<file path="src/rtl/i2c_pkg.sv">
// Shared definitions for the I2C write sequencer: sequencer state encoding,
// address width and the R/W bit value for a write transfer.
package i2c_pkg;

    localparam int   ADDR_W    = 7;
    localparam logic I2C_WRITE = 1'b0;

    typedef enum logic [3:0] {
        S_IDLE  = 4'd0,
        S_EN    = 4'd1,
        S_ADDR  = 4'd2,
        S_WAIT  = 4'd3,
        S_CLR   = 4'd4,
        S_FETCH = 4'd5,
        S_WR    = 4'd6,
        S_DWAIT = 4'd7,
        S_STOP  = 4'd8,
        S_DONE  = 4'd9,
        S_ABORT = 4'd10
    } seq_state_t;

    // States that wait on the master and are therefore guarded by the watchdog.
    function automatic logic is_timed(seq_state_t s);
        return (s == S_EN) || (s == S_ADDR) || (s == S_WAIT) ||
               (s == S_DWAIT) || (s == S_STOP);
    endfunction

endpackage

</file>
<file path="src/rtl/i2c_seq_timeout.sv">
// Watchdog for the write sequencer. The count restarts whenever the
// sequencer changes state and advances only while enable is high. The
// cycle carrying clear counts as the first cycle of the new state, so
// expire rises in the TIMEOUT_CYC-th cycle spent in a guarded state.
module i2c_seq_timeout #(
    parameter int TIMEOUT_CYC = 20000
) (
    input  logic clk,
    input  logic rst,
    input  logic clear,
    input  logic enable,
    output logic expire
);

    localparam int              CNT_W = $clog2(TIMEOUT_CYC);
    localparam logic [CNT_W-1:0] LAST = CNT_W'(TIMEOUT_CYC - 1);

    logic [CNT_W-1:0] cnt;

    // Count cycles spent in a guarded state; a clear loads the value the
    // next cycle will carry.
    // NOTE: reset is asynchronous; the sensitivity list must name the reset
    // edge or synthesis builds a synchronous reset instead.
    always_ff @(posedge clk or posedge rst) begin
        if (rst) begin
            cnt <= '0;
        end else if (clear) begin
            cnt <= enable ? CNT_W'(1) : '0;
        end else if (enable && (cnt != LAST)) begin
            cnt <= cnt + CNT_W'(1);
        end
    end

    assign expire = enable && !clear && (cnt == LAST);

endmodule

</file>
<file path="src/rtl/i2c_write_sequencer.sv">
// Sequences the I2C write master through START, address byte, cmd_len
// payload bytes pulled from a valid/ready stream, and STOP. A watchdog
// aborts the transfer if the master stalls in any waiting state.
module i2c_write_sequencer
    import i2c_pkg::*;
#(
    parameter int LEN_W       = 4,
    parameter int TIMEOUT_CYC = 20000
) (
    input  logic              clk,
    input  logic              rst,
    input  logic              cmd_valid,
    output logic              cmd_ready,
    input  logic [ADDR_W-1:0] cmd_addr,
    input  logic [LEN_W-1:0]  cmd_len,
    input  logic              byte_valid,
    output logic              byte_ready,
    input  logic [7:0]        byte_data,
    output logic              busy,
    output logic              done,
    output logic              err,
    input  logic              m_ready,
    input  logic              m_hold,
    input  logic              m_tx_done,
    output logic              m_i2c_en,
    output logic              m_start,
    output logic              m_wr_en,
    output logic              m_stop,
    output logic              m_tx_clear,
    output logic [7:0]        m_tx_data
);

    seq_state_t       state;
    seq_state_t       prev_state;
    logic [LEN_W-1:0] rem_cnt;
    logic             tmo_clear;
    logic             tmo_enable;
    logic             tmo_expire;

    // Any state change restarts the watchdog; only master-wait states count.
    assign tmo_clear  = (state != prev_state);
    assign tmo_enable = is_timed(state);

    i2c_seq_timeout #(
        .TIMEOUT_CYC (TIMEOUT_CYC)
    ) u_timeout (
        .clk    (clk),
        .rst    (rst),
        .clear  (tmo_clear),
        .enable (tmo_enable),
        .expire (tmo_expire)
    );

    // Transaction FSM with registered master controls and status outputs.
    // NOTE: every register here uses <= so all of them update from the same
    // pre-edge values; a blocking '=' would leak new values into later lines.
    always_ff @(posedge clk or posedge rst) begin
        if (rst) begin
            state      <= S_IDLE;
            prev_state <= S_IDLE;
            rem_cnt    <= '0;
            cmd_ready  <= 1'b0;
            byte_ready <= 1'b0;
            busy       <= 1'b0;
            done       <= 1'b0;
            err        <= 1'b0;
            m_i2c_en   <= 1'b0;
            m_start    <= 1'b0;
            m_wr_en    <= 1'b0;
            m_stop     <= 1'b0;
            m_tx_clear <= 1'b0;
            m_tx_data  <= '0;
        end else begin
            prev_state <= state;
            // Single-cycle pulses fall back low unless a state re-arms them.
            done       <= 1'b0;
            err        <= 1'b0;
            m_wr_en    <= 1'b0;
            m_tx_clear <= 1'b0;

            if (tmo_expire) begin
                // Abort: flush any pending byte-complete flag first so the
                // master will honour the following stop request.
                err        <= 1'b1;
                m_i2c_en   <= 1'b0;
                m_start    <= 1'b0;
                m_stop     <= 1'b0;
                m_tx_clear <= 1'b1;
                state      <= S_ABORT;
            end else begin
                case (state)
                    S_IDLE: begin
                        cmd_ready <= 1'b1;
                        if (cmd_ready && cmd_valid && m_ready) begin
                            m_tx_data <= {cmd_addr, I2C_WRITE};
                            rem_cnt   <= cmd_len;
                            cmd_ready <= 1'b0;
                            busy      <= 1'b1;
                            m_i2c_en  <= 1'b1;
                            state     <= S_EN;
                        end
                    end
                    S_EN: begin
                        // Enable must drop once the master holds, otherwise it
                        // re-enters HOLD after the STOP.
                        if (m_hold) begin
                            m_i2c_en <= 1'b0;
                            m_start  <= 1'b1;
                            state    <= S_ADDR;
                        end
                    end
                    S_ADDR: begin
                        if (!m_hold) begin
                            m_start <= 1'b0;
                            state   <= S_WAIT;
                        end
                    end
                    S_WAIT: begin
                        if (m_tx_done) begin
                            m_tx_clear <= 1'b1;
                            state      <= S_CLR;
                        end
                    end
                    S_CLR: begin
                        // The flag clears at the end of this cycle, so the next
                        // request reaches the master with m_tx_done already low.
                        if (rem_cnt == '0) begin
                            m_stop <= 1'b1;
                            state  <= S_STOP;
                        end else begin
                            byte_ready <= 1'b1;
                            state      <= S_FETCH;
                        end
                    end
                    S_FETCH: begin
                        // Unbounded wait: the master stretches SCL low meanwhile.
                        if (byte_valid) begin
                            m_tx_data  <= byte_data;
                            rem_cnt    <= rem_cnt - LEN_W'(1);
                            byte_ready <= 1'b0;
                            m_wr_en    <= 1'b1;
                            state      <= S_WR;
                        end
                    end
                    S_WR: begin
                        state <= S_DWAIT;
                    end
                    S_DWAIT: begin
                        if (!m_hold) begin
                            state <= S_WAIT;
                        end
                    end
                    S_STOP: begin
                        if (m_ready) begin
                            m_stop <= 1'b0;
                            busy   <= 1'b0;
                            done   <= 1'b1;
                            state  <= S_DONE;
                        end else if (!m_hold) begin
                            m_stop <= 1'b0;
                        end
                    end
                    S_DONE: begin
                        cmd_ready <= 1'b1;
                        state     <= S_IDLE;
                    end
                    S_ABORT: begin
                        // First cycle carries only the tx_clear pulse.
                        if (!m_tx_clear) begin
                            if (m_ready) begin
                                m_stop    <= 1'b0;
                                busy      <= 1'b0;
                                cmd_ready <= 1'b1;
                                state     <= S_IDLE;
                            end else begin
                                m_stop <= m_hold;
                            end
                        end
                    end
                    default: begin
                        state <= S_IDLE;
                    end
                endcase
            end
        end
    end

endmodule

</file>
<file path="config.mk">
export PLATFORM = sky130hd
export DESIGN_NAME = i2c_write_sequencer
export DESIGN_NICKNAME = d
export VERILOG_FILES = /design/src/rtl/i2c_pkg.sv /design/src/rtl/i2c_seq_timeout.sv /design/src/rtl/i2c_write_sequencer.sv
export SDC_FILE = /design/constraint.sdc
export NUM_CORES = 1
export LEC_CHECK = 0
export BUFFER_PORTS_ARGS = -buffer_cell sky130_fd_sc_hd__buf_2
export CAP_MARGIN = 20
export CORE_MARGIN = 5
export CORE_UTILIZATION = 45
export CTS_CLUSTER_DIAMETER = 200
export DETAILED_ROUTE_END_ITERATION = 8
export PLACE_DENSITY = 0.66
export SLEW_MARGIN = 20
export SYNTH_ARGS = -nofsm -noshare
export SYNTH_HDL_FRONTEND = slang
export SYNTH_SLANG_ARGS = --single-unit
</file>
<file path="constraint.sdc">
create_clock -name clk -period 2.2 [get_ports clk]
set_clock_uncertainty 0.1 [all_clocks]
set_input_delay 0.11 -clock clk [delete_from_list [all_inputs] [get_ports clk]]
set_output_delay 0.11 -clock clk [all_outputs]
set_load 0.05 [all_outputs]
</file>
# After elaboration in Yosys (flattened, before gate mapping)
# Cells that the tools add are included.
[word_totals]
reg_bits = 45
input_bits = 26
output_inout_bits = 18
word_cells = 130
[op_classes]
n_addsub = 2
n_eq_ne = 29
n_mux = 54
bitwise_logic = 1
reduce_logical = 29
[ops]
columns = ["operator", "count"]
rows = [
  ["$mux 4", 12],
  ["$pmux 4 s9", 1],
  ["$mux 15", 2],
  ["$mux 1", 29],
  ["$ne 3x3->1 const B", 9],
  ["$reduce_and 4->1", 5],
  ["$eq 4x3->1 const B", 4],
  ["$mux 8", 2],
  ["$pmux 8 s2", 1],
  ["$add 15x1->15 const B", 1],
  ["$eq 15x15->1 const B", 1],
  ["$ne 15x15->1 const B", 1],
  ["$eq 4x4->1 const B", 3],
  ["$reduce_bool 3->1", 4],
  ["$ne 2x2->1 const B", 5],
  ["$pmux 1 s3", 3],
  ["$eq 4x2->1 const B", 2],
  ["$logic_not 4->1", 2],
  ["$pmux 4 s2", 1],
  ["$reduce_and 8->1", 1],
  ["$pmux 1 s2", 3],
  ["$reduce_and 3->1", 2],
  ["$reduce_bool 2->1", 3],
  ["$logic_and 1x1->1", 5],
  ["other kinds (10)", 13],
]

# Longest topological paths before layout
# Gate-level depths: netlist of the first run.
[depth]
word_depth = 9
ltp_mapped = 8
depth_no_buf = 7

# Hierarchy
# Synthesis of the first run repeated with hierarchy kept, for this count alone.
[unflattened]
cells_unflattened = 261
hier_area_um2 = 2549.9
[by_module_without_submodules]
columns = ["module", "n_inst", "cells_per_inst", "area_per_inst_um2", "seq_area_each_um2"]
rows = [
  ["i2c_write_sequencer", 1, 174, 1707.9, 750.7],
  ["i2c_seq_timeout", 1, 87, 842.1, 375.4],
]

# Worst setup path before layout of the first run
# OpenSTA, ideal clock, no wires.
[synth_timing]
path_type = "reg-to-reg"
start = "reg state[1]"
end = "reg rem_cnt[2]"
setup_time_ns = 0.131
arrival_time_ns = 1.728
required_time_ns = 1.969
setup_slack_ns = 0.241
path_stages_with_launch = 7
n_path_buf = 2
synth_period_minus_slack_ns = 1.959
path_cell_list = "dfrtp_1 -> or4_4 -> buf_6 -> nor2b_4 -> nor3_4 -> buf_6 -> a21oi_2"
[synth_via]
elab_chain_len = 9
word_cells_on_any_way = 21
classes_between = "eq/ne: 9; mux: 1; bitwise: 1; reduce/logical: 10"
[synth_rtl]
columns = ["item", "line", "text"]
rows = [
  ["from (decl)", "i2c_write_sequencer.sv:33", "seq_state_t state;"],
  ["from (signal assigned)", "i2c_write_sequencer.sv:59", "state <= S_IDLE;"],
  ["from (signal assigned)", "i2c_write_sequencer.sv:89", "state <= S_ABORT;"],
  ["from (signal assigned)", "i2c_write_sequencer.sv:100", "state <= S_EN;"],
  ["$eq 4x1->1 / $eq 4x2->1 (equally long branches)", "i2c_pkg.sv:24", "return (s == S_EN) || (s == S_ADDR) || (s == S_WAIT) ||"],
  ["$logic_or 1x1->1 (3 in a row)", "i2c_pkg.sv:24", ""],
  ["$logic_or 1x1->1", "i2c_pkg.sv:25", "(s == S_DWAIT) || (s == S_STOP);"],
  ["$logic_and 1x1->1 (2 in a row)", "i2c_seq_timeout.sv:34", "assign expire = enable && !clear && (cnt == LAST);"],
  ["$not 1->1 (no line)", "n/a", ""],
  ["$reduce_and 4->1 (no line)", "n/a", ""],
  ["to (signal assigned)", "i2c_write_sequencer.sv:96", "rem_cnt <= cmd_len;"],
  ["to (signal assigned)", "i2c_write_sequencer.sv:139", "rem_cnt <= rem_cnt - LEN_W'(1);"],
  ["to (decl)", "i2c_write_sequencer.sv:35", "logic [LEN_W-1:0] rem_cnt;"],
]
# Parallel ways exist; a longest one is shown, timed or not.
# A chain may end at the register's enable or synchronous reset.

# Worst setup path after layout of the first run
[layout_timing]
start = "reg state[1]"
end = "reg state[1]"
[layout_via]
elab_chain_len = 9
word_cells_on_any_way = 30
classes_between = "eq/ne: 18; mux: 2; reduce/logical: 10"
[layout_rtl]
columns = ["item", "line"]
rows = [
  ["$eq 4x1->1 / $eq 4x2->1 (equally long branches)", "i2c_pkg.sv:24, i2c_write_sequencer.sv:91"],
  ["$logic_or 1x1->1 (3 in a row)", "i2c_pkg.sv:24"],
  ["$logic_or 1x1->1", "i2c_pkg.sv:25"],
  ["$logic_and 1x1->1 (2 in a row)", "i2c_seq_timeout.sv:34"],
  ["$ne 3x3->1 (no line) / $ne 3x2->1 (equally long branches)", "n/a"],
  ["$reduce_and 8->1 (no line)", "n/a"],
]
# Parallel ways exist; a longest one is shown, timed or not.

==> summary.txt, run 1 <==
Cell taking the most area after synthesis: dfrtp_1
P_leak: 1.33 nW
Fmax: 494 MHz
Final Net Count: 365
WHS Path Cells: 3
Post-CTS Setup Bufs: 0
Synth area leaders: dfrtp_1 42%, a21oi_2 3.6%, a21oi_1 3.4%, nor2_1 3.1%, mux2i_1 3.0%
Avg WL per Cell: 14.9 um
Req. time, crit path: 2.27 ns
Slew headroom: 65.8%
Final Slew Violations: 0
WL final: 6130 um
Post-synth top flop: dfrtp_1
Gr usage total: 17.4%
Die height: 86.8 um
Largest net degree at the start of global routing: 25
Max-Cap Viols: 0
CTS sink cnt: 45
Final min period: 2.02 ns
Vias in the first global route: 2,276
H-tree depth: 2
Worst Setup End Kind: flip-flop
R2R cell count: 5
Tightest Pin Transition: 0.509 ns
Worst IR drop on VDD: 0.656 mV
DRC: 0
Die width: 86.8 um
Grt ovf: 0
Kind of critical path: reg2reg
Post-route ant nets: 0
Vias per std cell: 5.65
Worst setup margin: 0.175 ns
Layout cell share with drive strength beyond 1: 26.4%
Unrepaired setup endpoints after global routing: no
WHS Endpoint: m_tx_clear
Worst-Skew Late Latency: 0.29 ns
Boundary pin count: 44
CTS tree: done
Area post-placement: 3040 sq um
Final core utilization: 54.3%
Clk slew on worst S/H paths: 0.08 ns
EDFF count, synth: 0
Clock root buffer: clkbuf_8
Final hold violations: 0
Ant. Diodes: 0
First-pass GRT wire length: 10,600 um
R2r endpoint: state[1]
Post-synth ARST share: 100%
Rows: 28
Syn-to-layout area delta: 19.2%
Hold_sp: m_tx_done
Placeable Area: 5820 sq um
Synthesized instance count: 284
CP Launch Type: flip-flop
Number of DRC markers in iteration 0: 108
# fillers: 531
DIE AREA: 7530 sq um
Netlist cell types: 60
CTS Buf Count: 5
CTS Hold Bufs: 3
Pre-CTS setup slack: 0.198 ns
R2R Path Start: state[1]
Yosys top cell area share: 42.5%
DRT Pass-1 Iters: 4
Post-DP HPWL: 4490 um
Critical Path Fanout Max: 19
Total power: 3.87 mW
Power density over the cells: 1220 nW/um^2
Gp weighted congestion: 0.837
Yosys warns: 0
Initial antenna violation count: 0
Post-synth net total: 312
Starting Density: 45.6%
Fin area: 3160 sq um
Number of setup violations in the final report: 0
Hold Crit Class: in2reg
Reg2reg setup slack: 0.18 ns
Via count: 2,328
I/O Buffers: 43
WP data arrival: 2.10 ns
Status: finished clean
Average cell area after synthesis: 9.34 sq um
Crit share post-route: 92.0%
FF+latch count, synth: 45
Setup TNS: 0 ns
Post-cts sizing count: 0
Sequential-to-total area share from yosys stat: 42.5%
Synth Cell Area: 2650 sq um
Max Buffers Root-to-Sink: 2
-- cells in the mapped netlist (all sizes together) (2+ instances only) --
library cell and count:
nand3 15, o2111ai 2, dfrtp 45, nor3 9, o211ai 3, nor4 3
or3b 2, nand4 5, o31ai 9, a211oi 4, a21oi 29, nand2 20
and3 7, mux2i 8, o311ai 2, buf 12, o21ai 12, a311oi 2
nor2 23, nor4bb 2, ha 2, xnor2 4, clkbuf 8, or4b 2
and2b 2, o21a 2, inv 11, or4 9, nand2b 3, and4 2
nor2b 3, a31oi 5
-- area by class of cell --
type / count / area, sq um / area share, %
inverters: 11 / 41.3 / 1.31
well taps: 75 / 93.8 / 2.97
multi-input cells: 208 / 1390 / 44.1
repair buffers: 66 / 420 / 13.3
clock buffers: 7 / 86.3 / 2.73
flip-flops and latches: 45 / 1130 / 35.6
-- sequential cells by signal, summed over array words and instances, names as in the netlist --
name / count
u_timeout.cnt: 15
m_tx_data: 8
prev_state: 4
rem_cnt: 4
state: 4
busy: 1
byte_ready: 1
cmd_ready: 1
done: 1
err: 1
m_i2c_en: 1
m_start: 1
m_stop: 1
m_tx_clear: 1
m_wr_en: 1
-- cells by family after synthesis --
kind of cell               after synthesis  share of synthesized area [%]
and+or+nand+nor                        112                           24.6
DFF                                     45                           42.5
xor gates and xnor gates                 4                           1.32
AOI/OAI and AO/OA                       82                           22.1
adders and majority gates                2                          0.943
muxes                                    8                           3.02
buffers and inverters                   31                           5.61
-- routing by layer --
layer | track usage (%) | wire, um | vias up
li1 | - | - | 1173
met1 | 22.8 | 2820 | 1122
met2 | 29.4 | 3100 | 27
met3 | 3.14 | 153 | 6
met4 | 4.67 | 57 | 0
met5 | 0 | 0 | -
-- worst max-delay path, cell delays in order, from the launching register on --
cell     delay (ns)
dfrtp_1        0.50
buf_4          0.25
or4b_1         0.56
a31o_1         0.26
a31oi_1        0.17
o21ai_1        0.07
-- metrics by stage --
stage                     hold WS [ns]  instances
after floorplan                  0.123        284
after global placement          0.0718        402
after detailed placement        0.0709        402
after CTS                       0.0119        412
after global routing            0.0258        412
final                           0.0162        412
-- worst max path at each step --
stage | from | endpoint | slack, ns
after global placement | state[1] | state[1] | 0.21
after CTS | state[1] | state[1] | 0.18
final | state[1] | state[1] | 0.18
after global routing | state[1] | m_stop | 0.02
after floorplan | state[1] | rem_cnt[2] | 0.24
after detailed placement | state[1] | state[1] | 0.20
-- power by group --
| part | leakage (nW) | total, mW | switching [mW] | internal (mW) |
|---|---|---|---|---|
| combinational | 0.730 | 2.09 | 1.37 | 0.717 |
| sequential | 0.560 | 1.26 | 0.200 | 1.06 |
| clock | 0.0443 | 0.519 | 0.269 | 0.250 |
| total | 1.33 | 3.87 | 1.84 | 2.02 |
-- cell usage in the layout (no fill, tap or decap), types with 3 or more instances in the layout --
master         instances
inv_1                 10
dlygate4sd3_1          3
nor2_1                22
o21ai_0                6
nand4_1                5
xnor2_1                4
buf_2                 43
a21oi_2               11
dfrtp_1               45
nor3_1                 8
nand3_1               15
o21ai_1                6
o31ai_1                9
or4_1                  8
and3_1                 7
a21oi_1               18
clkbuf_8               6
nand2_1               20
o211ai_1               3
a211oi_1               4
buf_4                 18
a31oi_1                5
nand2b_1               3
mux2i_1                8
(Power assumes the default switching activity.)
==> run 2: changes to the inputs <==
--- a/config.mk
+++ b/config.mk
@@ -5,13 +5,16 @@
 export SDC_FILE = /design/constraint.sdc
 export NUM_CORES = 1
 export LEC_CHECK = 0
+export ABC_AREA = 1
 export BUFFER_PORTS_ARGS = -buffer_cell sky130_fd_sc_hd__buf_2
 export CAP_MARGIN = 20
 export CORE_MARGIN = 5
 export CORE_UTILIZATION = 45
 export CTS_CLUSTER_DIAMETER = 200
 export DETAILED_ROUTE_END_ITERATION = 8
+export MAX_ROUTING_LAYER = met4
 export PLACE_DENSITY = 0.66
+export SETUP_SLACK_MARGIN = 0.4
 export SLEW_MARGIN = 20
 export SYNTH_ARGS = -nofsm -noshare
 export SYNTH_HDL_FRONTEND = slang
==> summary.txt, run 2 <==
Average cell area after synthesis: 7.23 sq um
Fmax: 587 MHz
Final hold violations: 0
Rows: 28
Die height: 89.2 um
Most frequent cells after synthesis: 124 x nand2_1, 45 x dfrtp_1, 39 x nor2_1, 38 x inv_1, 32 x nand4_1
Critical Path Fanout Max: 4
Most common cell after layout, fill and taps aside: nand2_1
Most frequent cells in the layout: 122 x nand2_1, 43 x buf_2, 41 x dfrtp_1, 36 x nor2_1, 35 x inv_1
Via count: 2,798
Placeable Area: 6030 sq um
Kind of critical path: reg2reg
Placed Instances: 505
Die width: 89.2 um
Setup TNS: 0 ns
Top reg by flops: u_timeout.cnt
Largest net degree at the start of global routing: 46
Worst setup margin: 0.496 ns
GRT met3 Usage: 3.13%
FF+latch count, synth: 45
Max reg flops: 15
Pre-CTS setup slack: 0.107 ns
Most used routing layer: met2
Initial antenna violation count: 0
Cell taking the most area after synthesis: dfrtp_1
Final Slew Violations: 0
Fin area: 3450 sq um
# fillers: 580
Clk slew on worst S/H paths: 0.08 ns
Netlist cell types: 32
Area post-placement: 3100 sq um
CTS Buf Count: 5
CTS tree: done
Final Net Count: 485
Ant. Diodes: 0
CP Buf/Inv Count: 1
Sequential-to-total area share from yosys stat: 39.9%
Met2 GRT Util: 31.9%
Number of DRC markers in iteration 0: 212
Crit share post-route: 77.5%
Critical path's top delay family: simple AND/OR/NAND/NOR gates
Hold Crit Class: in2reg
Clock root buffer: clkbuf_8
Post-synth top flop: dfrtp_1
Final core utilization: 57.2%
Number of setup violations in the final report: 0
Power density over the cells: 1370 nW/um^2
Unrepaired setup endpoints after global routing: yes
Syn-to-layout area delta: 22.2%
CP Launch Type: flip-flop
First-pass GRT wire length: 12,100 um
Yosys warns: 0
DRT Pass-1 Iters: 4
Max Buffers Root-to-Sink: 2
DRC: 0
Synth Cell Area: 2820 sq um
I/O Buffers: 43
Boundary pin count: 44
Gp weighted congestion: 0.973
Synth area leaders: dfrtp_1 40%, nand2_1 16%, nand4_1 7.1%, nor2_1 5.2%, inv_1 5.1%
CP max-delay cell: nor3_1
Worst-Skew Late Latency: 0.29 ns
H-tree depth: 2
EDFF count, synth: 0
Crit path largest cell delay: 0.43 ns
Starting Density: 46.8%
Post-route ant nets: 0
CTS sink cnt: 45
Final min period: 1.70 ns
P_leak: 1.74 nW
Post-synth ARST share: 100%
Req. time, crit path: 2.32 ns
Status: finished clean
Worst Setup End Kind: flip-flop
Met1 Resource Use GR: 25.9%
WP data arrival: 1.82 ns
Largest regs: u_timeout.cnt: 15 flops, m_tx_data: 8 flops
Layout cell share with drive strength beyond 1: 26.9%
Worst IR drop on VDD: 0.774 mV
Tightest Pin Transition: 0.938 ns
Slew headroom: 37.3%
DIE AREA: 7950 sq um
Vias per std cell: 5.26
Synthesized instance count: 390
WL final: 7220 um
Top-count cell post-synth: nand2_1
Grt ovf: 0
Yosys top cell area share: 39.9%
Crit path cell chain: ha_4, inv_1, nor3_1, nand3_1, nand2_1, nand4_1, o21ai_1
Post-synth net total: 418
Gr usage total: 19.9%
Max-Cap Viols: 0
Final cell count without fillers: 532
Avg WL per Cell: 13.6 um
Post-DP HPWL: 5070 um
Vias in the first global route: 2,647
run 2: cell count changes after synthesis, moves of 7 or more:
| cell | delta |
|---|---|
| o31ai_1 | -8 |
| nand4_1 | +27 |
| and3_1 | -7 |
| nand3_1 | +12 |
| mux2i_1 | -8 |
| a21oi_1 | -18 |
| nor2_1 | +17 |
| a21oi_2 | -11 |
| inv_1 | +27 |
| clkbuf_1 | -8 |
| nand2_1 | +104 |
| or4_1 | -8 |
| inv_2 | +7 |
run 2: where the power goes:
part / internal [mW] / switching (mW)
logic: 1.00 / 1.91
clock network: 0.250 / 0.269
registers: 1.08 / 0.202
run 2: cell families after synthesis:
logic type / after synthesis / share of synthesized area, %
compound gates: 29 / 6.16
buf+inv: 54 / 8.60
simple gates: 255 / 42.8
mux: 1 / 0.399
fa+ha+maj: 2 / 0.887
flops: 45 / 39.9
xor+xnor: 4 / 1.24
run 2: layout make-up:
class                           instances  area [sq um]  share of cell area (%)
Multi-Input combinational cell        293          1550                    45.0
Sequential cell                        45          1130                    32.8
Timing Repair Buffer                   67           418                    12.1
Inverter                               45           169                    4.90
Tap cell                               75          93.8                    2.72
Clock buffer                            7          86.3                    2.50
run 2: worst register-to-register path, stage by stage (launching register included):
cell and delay (ns):
dfrtp_1 0.42, ha_4 0.19, inv_1 0.07, nor3_1 0.43, nand3_1 0.14, nand2_1 0.10
nand4_1 0.09, o21ai_1 0.08
run 2: what timing repair did:
action | CTS | global route
pin swaps | 7 | 9
gates cloned | 2 | 0
setup buffers | 9 | 6
endpoints found under the hold margin | 47 | 0
gates resized for setup | 7 | 20
hold buffers | 3 | 0
setup endpoints to repair | 32 | 37
run 2: layer usage:
layer / wire (um) / part of all wire [%] / vias up
li1: - / - / 1409
met5: 0 / 0 / -
met3: 305 / 4.2 / 13
met2: 3580 / 50 / 88
met4: 116 / 1.6 / 0
met1: 3220 / 45 / 1288
run 2: worst paths after layout:
path                             startpoint                 to  slack [ns]  depth (start not counted)
max in group asynchronous               rst           state[0]        0.89                          3
setup reg to reg           u_timeout.cnt[0]  u_timeout.cnt[14]        0.50                          7
min in group asynchronous               rst   u_timeout.cnt[7]        0.47                          3
hold reg to reg                    state[2]      prev_state[2]        0.36                          0
hold / removal                      m_ready               done        0.02                          3
setup / recovery           u_timeout.cnt[0]  u_timeout.cnt[14]        0.50                          7
run 2: per-stage QoR:
step                      power [mW]  hold WS (ns)
after floorplan                 3.26         0.127
final                           4.71        0.0229
after global placement          3.72         0.213
after global routing            5.09        0.0106
after CTS                       4.52        0.0102
after detailed placement        3.74         0.220
==> run 3: changes to the inputs <==
--- a/config.mk
+++ b/config.mk
@@ -13,7 +13,7 @@
 export CTS_CLUSTER_DIAMETER = 200
 export DETAILED_ROUTE_END_ITERATION = 8
 export MAX_ROUTING_LAYER = met4
-export PLACE_DENSITY = 0.66
+export PLACE_DENSITY = 0.68
 export SETUP_SLACK_MARGIN = 0.4
 export SLEW_MARGIN = 20
 export SYNTH_ARGS = -nofsm -noshare
==> constraint.sdc (replaced) <==
create_clock -name clk -period 1.5 [get_ports clk]
set_clock_uncertainty 0.1 [all_clocks]
set_input_delay 0.075 -clock clk [delete_from_list [all_inputs] [get_ports clk]]
set_output_delay 0.075 -clock clk [all_outputs]
set_load 0.05 [all_outputs]
==> summary.txt, run 3 (synthesis gave the netlist of run 2 again) <==
Rows: 28
Worst-Skew Late Latency: 0.30 ns
Max reg flops: 15
Final Net Count: 539
Worst Setup SP: state[0]
Max-Cap Viols: 0
Critical Path Fanout Max: 11
Worst IR drop on VDD: 1.18 mV
Crit share post-route: 109%
Most frequent cells in the layout: 114 x nand2_1, 76 x buf_4, 39 x dfrtp_1, 32 x inv_1, 32 x nand4_1
Hold_sp: byte_data[2]
R2r endpoint: m_tx_data[6]
WHS Endpoint: m_tx_data[2]
WL final: 8780 um
Post-route ant nets: 0
WP data arrival: 1.73 ns
FF+latch area: 1130 sq um
CP Buf/Inv Count: 3
Largest net degree at the start of global routing: 19
# fillers: 473
Switching Fraction: 47.7%
Switching power total: 4.03 mW
DRC: 0
Clk slew on worst S/H paths: 0.09 ns
Setup TNS: -4.51 ns
Crit path largest cell delay: 0.51 ns
Fmax: 609 MHz
Reg power frac: 22.8%
Placeable Area: 6030 sq um
Ant. Diodes: 0
Crit path cell chain: nor2_4, buf_4, nand3_1, nand2_1, inv_2, buf_4, nand4_1, nand2_1
Gp weighted congestion: 0.950
Kind of critical path: reg2reg
Most common cell after layout, fill and taps aside: nand2_1
Gr usage total: 23.6%
DIE AREA: 7950 sq um
Pre-CTS setup slack: -0.226 ns
Multi-input logic area: 1690 sq um
Failing checks: setup timing
Final core utilization: 69.1%
R2R cell count: 8
Worst setup margin: -0.142 ns
Total power: 8.44 mW
Top reg by flops: u_timeout.cnt
Combinational Power Share: 64.2%
Grt ovf: 0
Final min period: 1.64 ns
Reg2reg setup slack: -0.14 ns
I/O Buffers: 43
Power density over the cells: 2030 nW/um^2
Critical path's top delay family: simple AND/OR/NAND/NOR gates
P_leak: 2.09 nW
Largest regs: u_timeout.cnt: 15 flops, m_tx_data: 8 flops
H-tree depth: 2
Final Slew Violations: 0
Clk pwr share: 13.0%
Vias in the first global route: 3,125
Die width: 89.2 um
Initial antenna violation count: 0
Vias per std cell: 5.37
Syn-to-layout area delta: 47.6%
CP max-delay cell: dfrtp_2
R2R Path Start: state[0]
CTS sink cnt: 45
Final hold violations: 0
Layout cell share with drive strength beyond 1: 40.6%
Via count: 3,150
Max Buffers Root-to-Sink: 2
Die height: 89.2 um
CP Launch Type: flip-flop
Tightest Pin Transition: 0.425 ns
Slew headroom: 71.6%
CTS tree: done
DRT Pass-1 Iters: 5
Status: complete, but fails checks
Avg WL per Cell: 15.0 um
Hold Crit Class: in2reg
First-pass GRT wire length: 14,300 um
Unrepaired setup endpoints after global routing: yes
CTS Buf Count: 5
Post-DP HPWL: 6100 um
Number of setup violations in the final report: 40
WHS Path Cells: 5
Internal power: 4.41 mW
Clock root buffer: clkbuf_8
Worst Setup End Kind: flip-flop
Req. time, crit path: 1.59 ns
Number of DRC markers in iteration 0: 168
Boundary pin count: 44
Starting Density: 46.8%
run 3: changes by cell type in the layout (fill, tap and decap cells not counted), moves of 4 or more:
| cell | change |
|---|---|
| buf_6 | +9 |
| nand2_1 | -8 |
| nand3_1 | -5 |
| nand2_2 | +4 |
| inv_4 | +4 |
| nor2_4 | +8 |
| nor2_1 | -9 |
| nand2_4 | +4 |
| buf_4 | +59 |
| buf_2 | -16 |
run 3: worst max-delay path by stage:
stage	slack, ns	cells after the start	endpoint
3_3_place_gp	-0.19	9	state[0]
6_report	-0.14	8	m_tx_data[6]
3_5_place_dp	-0.23	9	state[0]
4_1_cts	-0.13	9	m_tx_data[6]
5_1_grt	-0.25	9	m_tx_data[1]
2_1_floorplan	-0.12	10	m_tx_data[1]
run 3: area by class of cell:
| class | instances | area share, % |
|---|---|---|
| sequential | 45 | 27.2 |
| multi-input combinational | 291 | 40.6 |
| tap | 75 | 2.25 |
| clock inverter | 3 | 1.56 |
| timing repair buffer | 123 | 22.3 |
| inverter | 45 | 4.39 |
| clock buffer | 5 | 1.65 |
run 3: layer usage:
layer	track usage (%)	share of wire [%]	wire [um]	vias up
met4	8.25	2.9	251	0
met5	-	0	0	-
met2	40.2	53	4690	98
li1	-	-	-	1522
met1	28.6	40	3490	1505
met3	2.95	3.9	343	25
run 3: repair_timing:
| action | in CTS | in global routing |
|---|---|---|
| hold buffers | 5 | 0 |
| buffers inserted | 5 | 6 |
| setup endpoints to repair | 51 | 49 |
| gates cloned | 1 | 0 |
| gates resized for setup | 55 | 29 |
| endpoints found under the hold margin | 37 | 0 |
| pin swaps | 22 | 13 |
run 3: stage by stage:
step	hold WS (ns)	instances	cell area, sq um
2_1_floorplan	-0.0145	390	2900
3_3_place_gp	0.00139	562	3610
3_5_place_dp	0.00517	562	3610
4_1_cts	0.00695	581	4030
5_1_grt	0.0376	587	4160
6_report	0.0228	587	4160
run 3: power by group through the flow:
stage / clock, mW / combinational (mW) / sequential (mW)
after floorplan: 0 / 2.52 / 2.42
after global placement: 0 / 4.37 / 1.88
after detailed placement: 0 / 4.42 / 1.89
after CTS: 1.11 / 4.99 / 1.90
after global routing: 1.15 / 5.81 / 1.98
final: 1.10 / 5.42 / 1.92
run 3: worst reg2reg max path: stages (launching register included):
cell and delay (ns):
dfrtp_2 0.51, nor2_4 0.18, buf_4 0.15, nand3_1 0.09
nand2_1 0.10, inv_2 0.05, buf_4 0.17, nand4_1 0.12
nand2_1 0.07
